### src/rtl/control_fsm.sv
// Multicycle accumulator-machine controller: Moore FSM with registered control outputs.
// Optional CTRL_ILLEGAL_TRAP_EN: illegal opcodes trap (sticky IllegalOp) instead of acting as NOP.
module control_fsm (
  input  logic       CLK,
  input  logic       Reset,
  input  logic [3:0] Opcode,
  input  logic [3:0] funct,
  input  logic       Zero,
  output logic       IRWrite,
  output logic       PCWrite,
  output logic       MemRead,
  output logic       MemWrite,
  output logic       AccWrite,
  output logic [1:0] ALUSrcB,
  output logic [3:0] ALUOp,
  output logic [1:0] PCSource,
  output logic [3:0] State,
  output logic       IllegalOp
);

  typedef enum logic [3:0] {
    FETCH    = 4'd0,
    DECODE   = 4'd1,
    EXEC_R   = 4'd2,
    EXEC_I   = 4'd3,
    MEM_ADDR = 4'd4,
    MEM_RD   = 4'd5,
    MEM_WR   = 4'd6,
    WB       = 4'd7,
    BRANCH   = 4'd8,
    JUMP     = 4'd9,
    HALT     = 4'd10,
    TRAP     = 4'd11
  } state_t;

  typedef struct packed {
    logic       ir_write;
    logic       pc_write;
    logic       mem_read;
    logic       mem_write;
    logic       acc_write;
    logic [1:0] alu_src_b;
    logic [3:0] alu_op;
    logic [1:0] pc_source;
  } ctrl_t;

  // Control word for a state; outputs are registered from the next state so they
  // line up with State while having no combinational path from the inputs.
  function automatic ctrl_t decode_ctrl(input state_t s, input logic zero, input logic [3:0] fn);
    ctrl_t c;
    c = '0;
    case (s)
      FETCH: begin
        c.ir_write  = 1'b1;
        c.mem_read  = 1'b1;
        c.pc_write  = 1'b1;
        c.alu_src_b = 2'd2;
        c.pc_source = 2'd0;
      end
      EXEC_R: begin
        c.alu_op    = fn;
        c.alu_src_b = 2'd0;
        c.acc_write = 1'b1;
      end
      EXEC_I: begin
        c.alu_op    = 4'd0;
        c.alu_src_b = 2'd1;
        c.acc_write = 1'b1;
      end
      MEM_RD:  c.mem_read = 1'b1;
      MEM_WR:  c.mem_write = 1'b1;
      WB: begin
        c.acc_write = 1'b1;
        c.alu_src_b = 2'd0;
        c.alu_op    = 4'hF;
      end
      BRANCH: begin
        c.pc_source = 2'd1;
        c.pc_write  = zero;
      end
      JUMP: begin
        c.pc_source = 2'd2;
        c.pc_write  = 1'b1;
      end
      default: c = '0;
    endcase
    return c;
  endfunction

  state_t state_r;
  state_t next_state_s;
  ctrl_t  ctrl_r;
  ctrl_t  ctrl_s;

  // Next-state logic.
  always_comb begin
    next_state_s = FETCH;
    case (state_r)
      FETCH: next_state_s = DECODE;
      DECODE: begin
        case (Opcode)
          4'd0:       next_state_s = EXEC_R;
          4'd1:       next_state_s = EXEC_I;
          4'd2, 4'd3: next_state_s = MEM_ADDR;
          4'd4:       next_state_s = BRANCH;
          4'd5:       next_state_s = JUMP;
          4'd15:      next_state_s = HALT;
`ifdef CTRL_ILLEGAL_TRAP_EN
          default:    next_state_s = TRAP;
`else
          default:    next_state_s = FETCH;
`endif
        endcase
      end
      MEM_ADDR: begin
        if (Opcode == 4'd2) begin
          next_state_s = MEM_RD;
        end else if (Opcode == 4'd3) begin
          next_state_s = MEM_WR;
        end else begin
          next_state_s = FETCH;
        end
      end
      MEM_RD: next_state_s = WB;
      EXEC_R, EXEC_I, WB, MEM_WR, BRANCH, JUMP: next_state_s = FETCH;
      HALT: next_state_s = HALT;
`ifdef CTRL_ILLEGAL_TRAP_EN
      TRAP: next_state_s = TRAP;
`else
      TRAP: next_state_s = FETCH;
`endif
      default: next_state_s = FETCH;
    endcase
  end

  // Control word that will accompany the next state.
  always_comb begin
    ctrl_s = decode_ctrl(next_state_s, Zero, funct);
  end

  // State and control registers; reset loads the FETCH decode so fetch starts right after it.
  always_ff @(posedge CLK) begin
    if (Reset) begin
      state_r <= FETCH;
      ctrl_r  <= decode_ctrl(FETCH, 1'b0, 4'd0);
    end else begin
      state_r <= next_state_s;
      ctrl_r  <= ctrl_s;
    end
  end

`ifdef CTRL_ILLEGAL_TRAP_EN
  logic illegal_r;

  // Sticky flag raised on entry to TRAP, cleared only by reset.
  always_ff @(posedge CLK) begin
    if (Reset) begin
      illegal_r <= 1'b0;
    end else if (next_state_s == TRAP) begin
      illegal_r <= 1'b1;
    end else begin
      illegal_r <= illegal_r;
    end
  end

  assign IllegalOp = illegal_r;
`else
  assign IllegalOp = 1'b0;
`endif

  assign IRWrite  = ctrl_r.ir_write;
  assign PCWrite  = ctrl_r.pc_write;
  assign MemRead  = ctrl_r.mem_read;
  assign MemWrite = ctrl_r.mem_write;
  assign AccWrite = ctrl_r.acc_write;
  assign ALUSrcB  = ctrl_r.alu_src_b;
  assign ALUOp    = ctrl_r.alu_op;
  assign PCSource = ctrl_r.pc_source;
  assign State    = state_r;

endmodule
### config.mk
export PLATFORM = sky130hd
export DESIGN_NAME = control_fsm
export DESIGN_NICKNAME = d
export VERILOG_FILES = /design/src/rtl/control_fsm.sv
export SDC_FILE = /design/constraint.sdc
export NUM_CORES = 1
export LEC_CHECK = 0
export ABC_AREA = 1
export CAP_MARGIN = 20
export CORE_MARGIN = 4
export CORE_UTILIZATION = 39
export CTS_CLUSTER_SIZE = 24
export DETAILED_ROUTE_END_ITERATION = 8
export HOLD_SLACK_MARGIN = 0.12
export PLACE_DENSITY = 0.73
export RECOVER_POWER = 25
export SYNTH_ARGS = -nofsm -noshare
export SYNTH_HDL_FRONTEND = slang
export SYNTH_SLANG_ARGS = --single-unit
### constraint.sdc
create_clock -name CLK -period 1.16 [get_ports CLK]
set_input_delay 0.232 -clock CLK [delete_from_list [all_inputs] [get_ports CLK]]
set_output_delay 0.232 -clock CLK [all_outputs]
set_load 0.01 [all_outputs]
==> results of run 1 <==
==> path summary, 6_finish.rpt <==
path	slack, ns	end	cells past startpoint	from
setup / recovery	-0.16	ALUOp[1]$_SDFF_PP0_	9	State[3]$_SDFF_PP0_
hold / removal	0.48	MemRead$_SDFF_PP1_	7	Opcode[0]
setup reg to reg	-0.16	ALUOp[1]$_SDFF_PP0_	9	State[3]$_SDFF_PP0_
hold reg to reg	0.79	ALUOp[3]$_SDFF_PP0_	5	State[0]$_SDFF_PP0_
==> synthesized netlist by cell type <==
master,count
nand4_1,1
nand3_1,10
nor4_1,1
nor2_2,3
inv_1,11
nor4_2,1
nor2_1,15
nand2_2,7
nor2_4,5
a21oi_2,1
nand3_4,1
nand2_1,20
inv_2,6
dfxtp_1,17
buf_4,1
nor3_1,1
conb_1,1
nand3_2,1
a21oi_1,4
clkbuf_1,1
o21ai_0,1
==> power groups by stage <==
stage	combinational, mW	clock [mW]	sequential, mW
6_report	0.310	0.305	0.623
5_1_grt	0.339	0.349	0.627
4_1_cts	0.286	0.313	0.624
3_5_place_dp	0.295	0	0.636
3_3_place_gp	0.291	0	0.635
2_1_floorplan	0.152	0	0.650
==> flip-flops by register name, summed over array words and instances (netlist names) <==
name,count
MemRead,1
AccWrite,1
ALUSrcB,2
PCWrite,1
State,4
IRWrite,1
PCSource,2
ALUOp,4
MemWrite,1
==> metrics by stage <==
step | util [%] | area (µm²) | total power, mW | setup slack [ns]
after detailed placement | 60.84 | 1194 | 0.9309 | -0.5129
after CTS | 63.20 | 1240 | 1.223 | -0.1352
after floorplan | - | 855.8 | 0.8019 | -0.008458
after global routing | 65.75 | 1290 | 1.315 | -0.2602
after global placement | 60.84 | 1194 | 0.9263 | -0.4547
final | 65.75 | 1290 | 1.238 | -0.1616
==> kinds of logic after synthesis <==
family,count (synthesis)
AOI/OAI and AO/OA,6
buffers and inverters,19
DFF,17
other,1
and+or+nand+nor,66
==> cell type report <==
type | count | share of cell area (%)
multi-input combinational | 73 | 37.92
sequential | 17 | 27.55
timing repair buffer | 37 | 24.44
inverter | 17 | 5.335
tap | 27 | 2.619
clock buffer | 3 | 1.746
clock inverter | 1 | 0.3880
==> repair_timing <==
item | 4_1_cts | 5_1_grt
gates resized for setup | 36 | 12
pin swaps | 9 | 11
setup buffers | 0 | 4
setup endpoints to repair | 31 | 23
hold buffers | 0 | 0
==> metal layers <==
metal / global-route usage [%] / vias to the layer above
li1: - / 410
met1: 17.21 / 357
met2: 25.92 / 22
met3: 6.094 / 4
met4: 3.830 / 0
met5: 0 / -
==> worst max-delay path: cells and delay by family, from the launching register on <==
| kind | cells | cell delay, ns |
|---|---|---|
| and+or+nand+nor | 7 | 0.65 |
| buffers and inverters | 1 | 0.06 |
| DFF | 1 | 0.37 |
| AOI/OAI and AO/OA | 1 | 0.16 |
==> metrics, run 1 <==
Pleak=0.6150 nW; xor and xnor area share after synthesis=0%; clk buf depth=2; P_sw=roughly 370 µW; metal3 WL=approximately 110 µm; Sequential Area=between 300 and 400 µm²; Synth-to-Final Area Change=59.11%; metal2 WL=approximately 1100 µm; sequential element share of the synthesized area=between 40% and 50%; Fin Hold WS=roughly 0.48 ns; WL per Instance=between 10 and 15 µm; mapped cell area=810.8 µm²; Post-Syn Area per Cell=about 7.4 µm²; multiplexer area fraction after synthesis=0%; CTS root buffer=clkbuf_4; port bufs=27; Iter 0 DRT Violations=17; Switching Share=a little under 30%; vias in the first global route=729; DIE WIDTH=around 54 µm; hpwl dp=~1500 µm; register bit total from synthesis=17; failing checks=negative setup slack; CTS tree=done; PwrDens=959.9 nW/µm²; Simple-Gate Fraction of Synth Area=~44%; commonest non-fill, non-tap cell in the layout=nand2_1; Setup WS post-layout=-0.1616 ns; combinational family with the most area after synthesis=simple AND/OR/NAND/NOR gates; Worst-Skew Late Latency=around 0.29 ns; cell total after placement=~170; Synth cell types=21; CP most frequent cell=nor2_4; final hold viol count=0; final-layout fill cell count=roughly 180; commonest non-fill, non-tap cells in the layout=nand2_1 (16), dlygate4sd2_1 (14), dfxtp_1 (13); setup TNS=-1.596 ns; diode count=0; # H-tree levels=1; maxcap violations=0; area used by multi-input combinational logic=489.2 µm²; Compound-Gate Fraction of Synth Area=4.167%; crit path DAT=1.54 ns; via count=around 790; die area=around 2900 µm²; adder-cell share of the synthesized area=0%; final WL=approximately 2000 µm; # rows=16; Vias/cell=approximately 4.5; CP max-delay cell=dfxtp_4; First-pass DRT Iterations=4; Clock Power Share=24.6%; initial antenna violation count=0; top cells by area, synth=dfxtp_1 (42%), nand2_1 (9.3%), nor2_1 (6.9%); nets@finish=between 150 and 200; clock slew at reported path FFs=about 0.090 ns; Worst Hold Class=in2reg; DRT met1 WL=between 800 and 900 µm; Yosys top cell by area=dfxtp_1; VDD IR-drop max=about 0.86 mV; top-level I/O count=29; skew final=between 0.001 and 0.0015 ns; Worst EP required=approximately 1.4 ns; Die H=about 54 µm; critical path fanouts, max=4; post-synthesis net count=120; Core Region=approximately 2000 µm²; CP Launch Type=flip-flop; crit-path cells=inv_2, nand2_4, nor2_4, nand2_2, nand2_2, nor2_4, nor2_4, nand3_1, a21oi_1; status=finished, violations left; Tmin final=around 1.3 ns; Top Layer Used=met4; CP Class=reg2reg; Mapped Cells=109; RSZ-0062 raised after global routing=yes; largest net degree at the start of global routing=11; ratio of cells with drive above 1 in the final layout=approximately two fifths; largest stage delay on the critical path=approximately 0.37 ns; sequential power share=approximately half; combinational share of power=25.0%; Tcrit/Tclk final=113.9%; GR Util All Layers=15.05%; gpl congestion=between 0.7 and 0.8; Synth Warn #=0; Final Setup Violations=15; fmax=approximately 760 MHz; TritonCTS buffer count=3; global-route wire length before repair=slightly above 3000 µm; crit end category=flip-flop; Pint=approximately 870 µW; clock sinks=17; final slew viol count=0; # DRC=0; Detail Route Antenna Nets=0; final cell count without fillers=around 180; gr ovfl total=0; Synth top area share=between 40% and 50%; Starting Density=between 40% and 50%
No activity file was read; power rests on OpenSTA's default activity.
==> run 2: changes to the inputs <==
--- a/config.mk
+++ b/config.mk
@@ -8,12 +8,14 @@
 export ABC_AREA = 1
 export CAP_MARGIN = 20
 export CORE_MARGIN = 4
-export CORE_UTILIZATION = 39
+export CORE_UTILIZATION = 53
 export CTS_CLUSTER_SIZE = 24
 export DETAILED_ROUTE_END_ITERATION = 8
+export DONT_BUFFER_PORTS = 1
 export HOLD_SLACK_MARGIN = 0.12
-export PLACE_DENSITY = 0.73
+export PLACE_DENSITY = 0.7
 export RECOVER_POWER = 25
+export SLEW_MARGIN = 25
 export SYNTH_ARGS = -nofsm -noshare
 export SYNTH_HDL_FRONTEND = slang
 export SYNTH_SLANG_ARGS = --single-unit
==> metrics, run 2 (synthesis gave the netlist of run 1 again) <==
PwrDens=1116 nW/µm² (+16%); Switching Share=29.65% (-0.14 points); final WL=1838 µm (-9.3%); combinational share of power=18.1% (-6.9 points); crit end category=flip-flop; Pint=820.5 µW (-5.6%); CP most frequent cell=nor2_4; final hold viol count=5 (+5); top-level I/O count=29 (unchanged); Pwr Total=1.166 mW (-5.8%); Final Setup Violations=16 (+1); First-pass DRT Iterations=4 (unchanged); GR Util All Layers=19.05% (+4.0 points); area post-placement=923.4 µm² (-23%); Layout Cell Area excl Fill=1045 µm² (-19%); DIE WIDTH=47.11 µm (-12%); pre-CTS WS=-0.1251 ns (+0.3878 ns); Vias/cell=5.092 (+12%); Synth-to-Final Area Change=28.86%; RSZ-0062 raised after global routing=yes; Core Region=1366 µm² (-30%); nets@finish=138 (-14%); largest stage delay on the critical path=0.39 ns (+0.02 ns); clock sinks=17 (unchanged); initial antenna violation count=0 (unchanged); fmax=772.7 MHz (+2.1%); cell total after placement=130 (-22%); Starting Density=59.34% (+18 points); gpl congestion=0.7859 (+5.6%); CTS root buffer=clkbuf_4; final cell count without fillers=141 (-19%); P_sw=345.8 µW (-6.2%); die area=2219 µm² (-23%); global-route wire length before repair=2808 µm (-9.6%); via count=718 (-9.5%); hpwl dp=1346 µm (-12%); Tcrit/Tclk final=111.6% (-2.4 points); sequential power share=54.8% (+4.4 points); TritonCTS buffer count=3 (unchanged); Detail Route Antenna Nets=0 (unchanged); clock slew at reported path FFs=0.10 ns (about the same); commonest non-fill, non-tap cells in the layout=nand2_1 (16), dfxtp_1 (13), nor2_1 (10), buf_4 (10); Worst-Skew Late Latency=0.30 ns (about the same); Die H=47.11 µm (-12%); gr ovfl total=0 (unchanged); maxcap violations=0 (unchanged); commonest non-fill, non-tap cell in the layout=nand2_1; CP Class=reg2reg; Crit path max-delay family=simple AND/OR/NAND/NOR gates; diode count=0 (unchanged); # rows=13 (-3); vias in the first global route=694 (-4.8%); # DRC=0 (unchanged); largest net degree at the start of global routing=14 (+3); critical path fanouts, max=4 (unchanged); final-layout fill cell count=109 (-39%); post-layout util=76.47% (+11 points); crit path DAT=1.52 ns (-0.02 ns); failing checks=negative hold slack, negative setup slack; final slew viol count=0 (unchanged); status=finished, violations left; crit-path cells=inv_2, nand2_4, nor2_4, nor2_2, nand2_2, nor2_4, nand3_1, nand4_1; CP Launch Type=flip-flop; VDD IR-drop max=0.6183 mV (-28%); # H-tree levels=1 (unchanged); CTS tree=done; Setup WS post-layout=-0.1342 ns (+0.02735 ns); ratio of cells with drive above 1 in the final layout=46.03% (+4.1 points); Sequential Area=355.3 µm² (unchanged); Clock Power Share=27.1% (+2.5 points); Worst EP required=1.39 ns (about the same); setup TNS=-1.485 ns (+0.1105 ns); Post-CTS Hold Fix Bufs=3 (+3); clk buf depth=2 (unchanged); CP max-delay cell=dfxtp_4; Fin Hold WS=-0.02402 ns (-0.5036 ns); port bufs=0 (-100%); Tmin final=1.294 ns (-0.02735 ns); Iter 0 DRT Violations=7 (-10); Worst Hold Class=in2reg; area used by multi-input combinational logic=451.7 µm² (-7.7%); critical path buffer and inverter count=1 (unchanged); skew final=0.01280 ns (+0.01153 ns); Pleak=0.4776 nW (-22%); WL per Instance=13.04 µm (+13%)
-- run 2: changes by cell type in the layout (fill, tap and decap cells not counted), moves of 2 or more --
cell,change
clkbuf_2,-2
nand3_1,+2
inv_4,-2
dlygate4sd2_1,-14
a21oi_1,+2
buf_6,+2
inv_2,+3
clkdlybuf4s15_1,-3
nand3_2,-2
dlygate4sd3_1,+3
clkdlybuf4s50_1,-6
-- run 2: area by class of cell --
class | instances | area share, %
Timing Repair Buffer | 15 | 12.22
Clock inverter | 1 | 0.4790
Inverter | 17 | 6.108
Multi-Input combinational cell | 73 | 43.23
Clock buffer | 3 | 2.156
Tap cell | 15 | 1.796
Sequential cell | 17 | 34.01
-- run 2: what timing repair did --
action,4_1_cts,5_1_grt
endpoints found under the setup margin,14,18
endpoints found under the hold margin,16,12
pin swaps,1,2
resized for setup,2,10
buffers inserted,1,3
-- run 2: path summary, 6_finish.rpt --
check	depth (start not counted)	end	slack (ns)	start
max reg2reg	8	PCWrite$_SDFF_PP1_	-0.13	State[3]$_SDFF_PP0_
min reg2reg	5	ALUOp[3]$_SDFF_PP0_	0.78	State[0]$_SDFF_PP0_
min	1	State[3]$_SDFF_PP0_	-0.02	Reset
max	8	PCWrite$_SDFF_PP1_	-0.13	State[3]$_SDFF_PP0_
-- run 2: power by group through the flow --
stage,combinational (mW),clock (mW),sequential [mW]
global placement,0.182,0,0.651
finish,0.211,0.316,0.639
detailed placement,0.185,0,0.652
CTS,0.197,0.328,0.640
floorplan,0.152,0,0.650
global route,0.235,0.359,0.644
-- run 2: per-layer routing --
metal | global-route usage (%) | vias to the layer above | share of wire [%]
met5 | 0 | - | 0
met4 | 16.02 | 0 | 2.6
li1 | - | 368 | -
met1 | 21.40 | 325 | 41
met3 | 4.981 | 4 | 6.1
met2 | 29.81 | 21 | 50
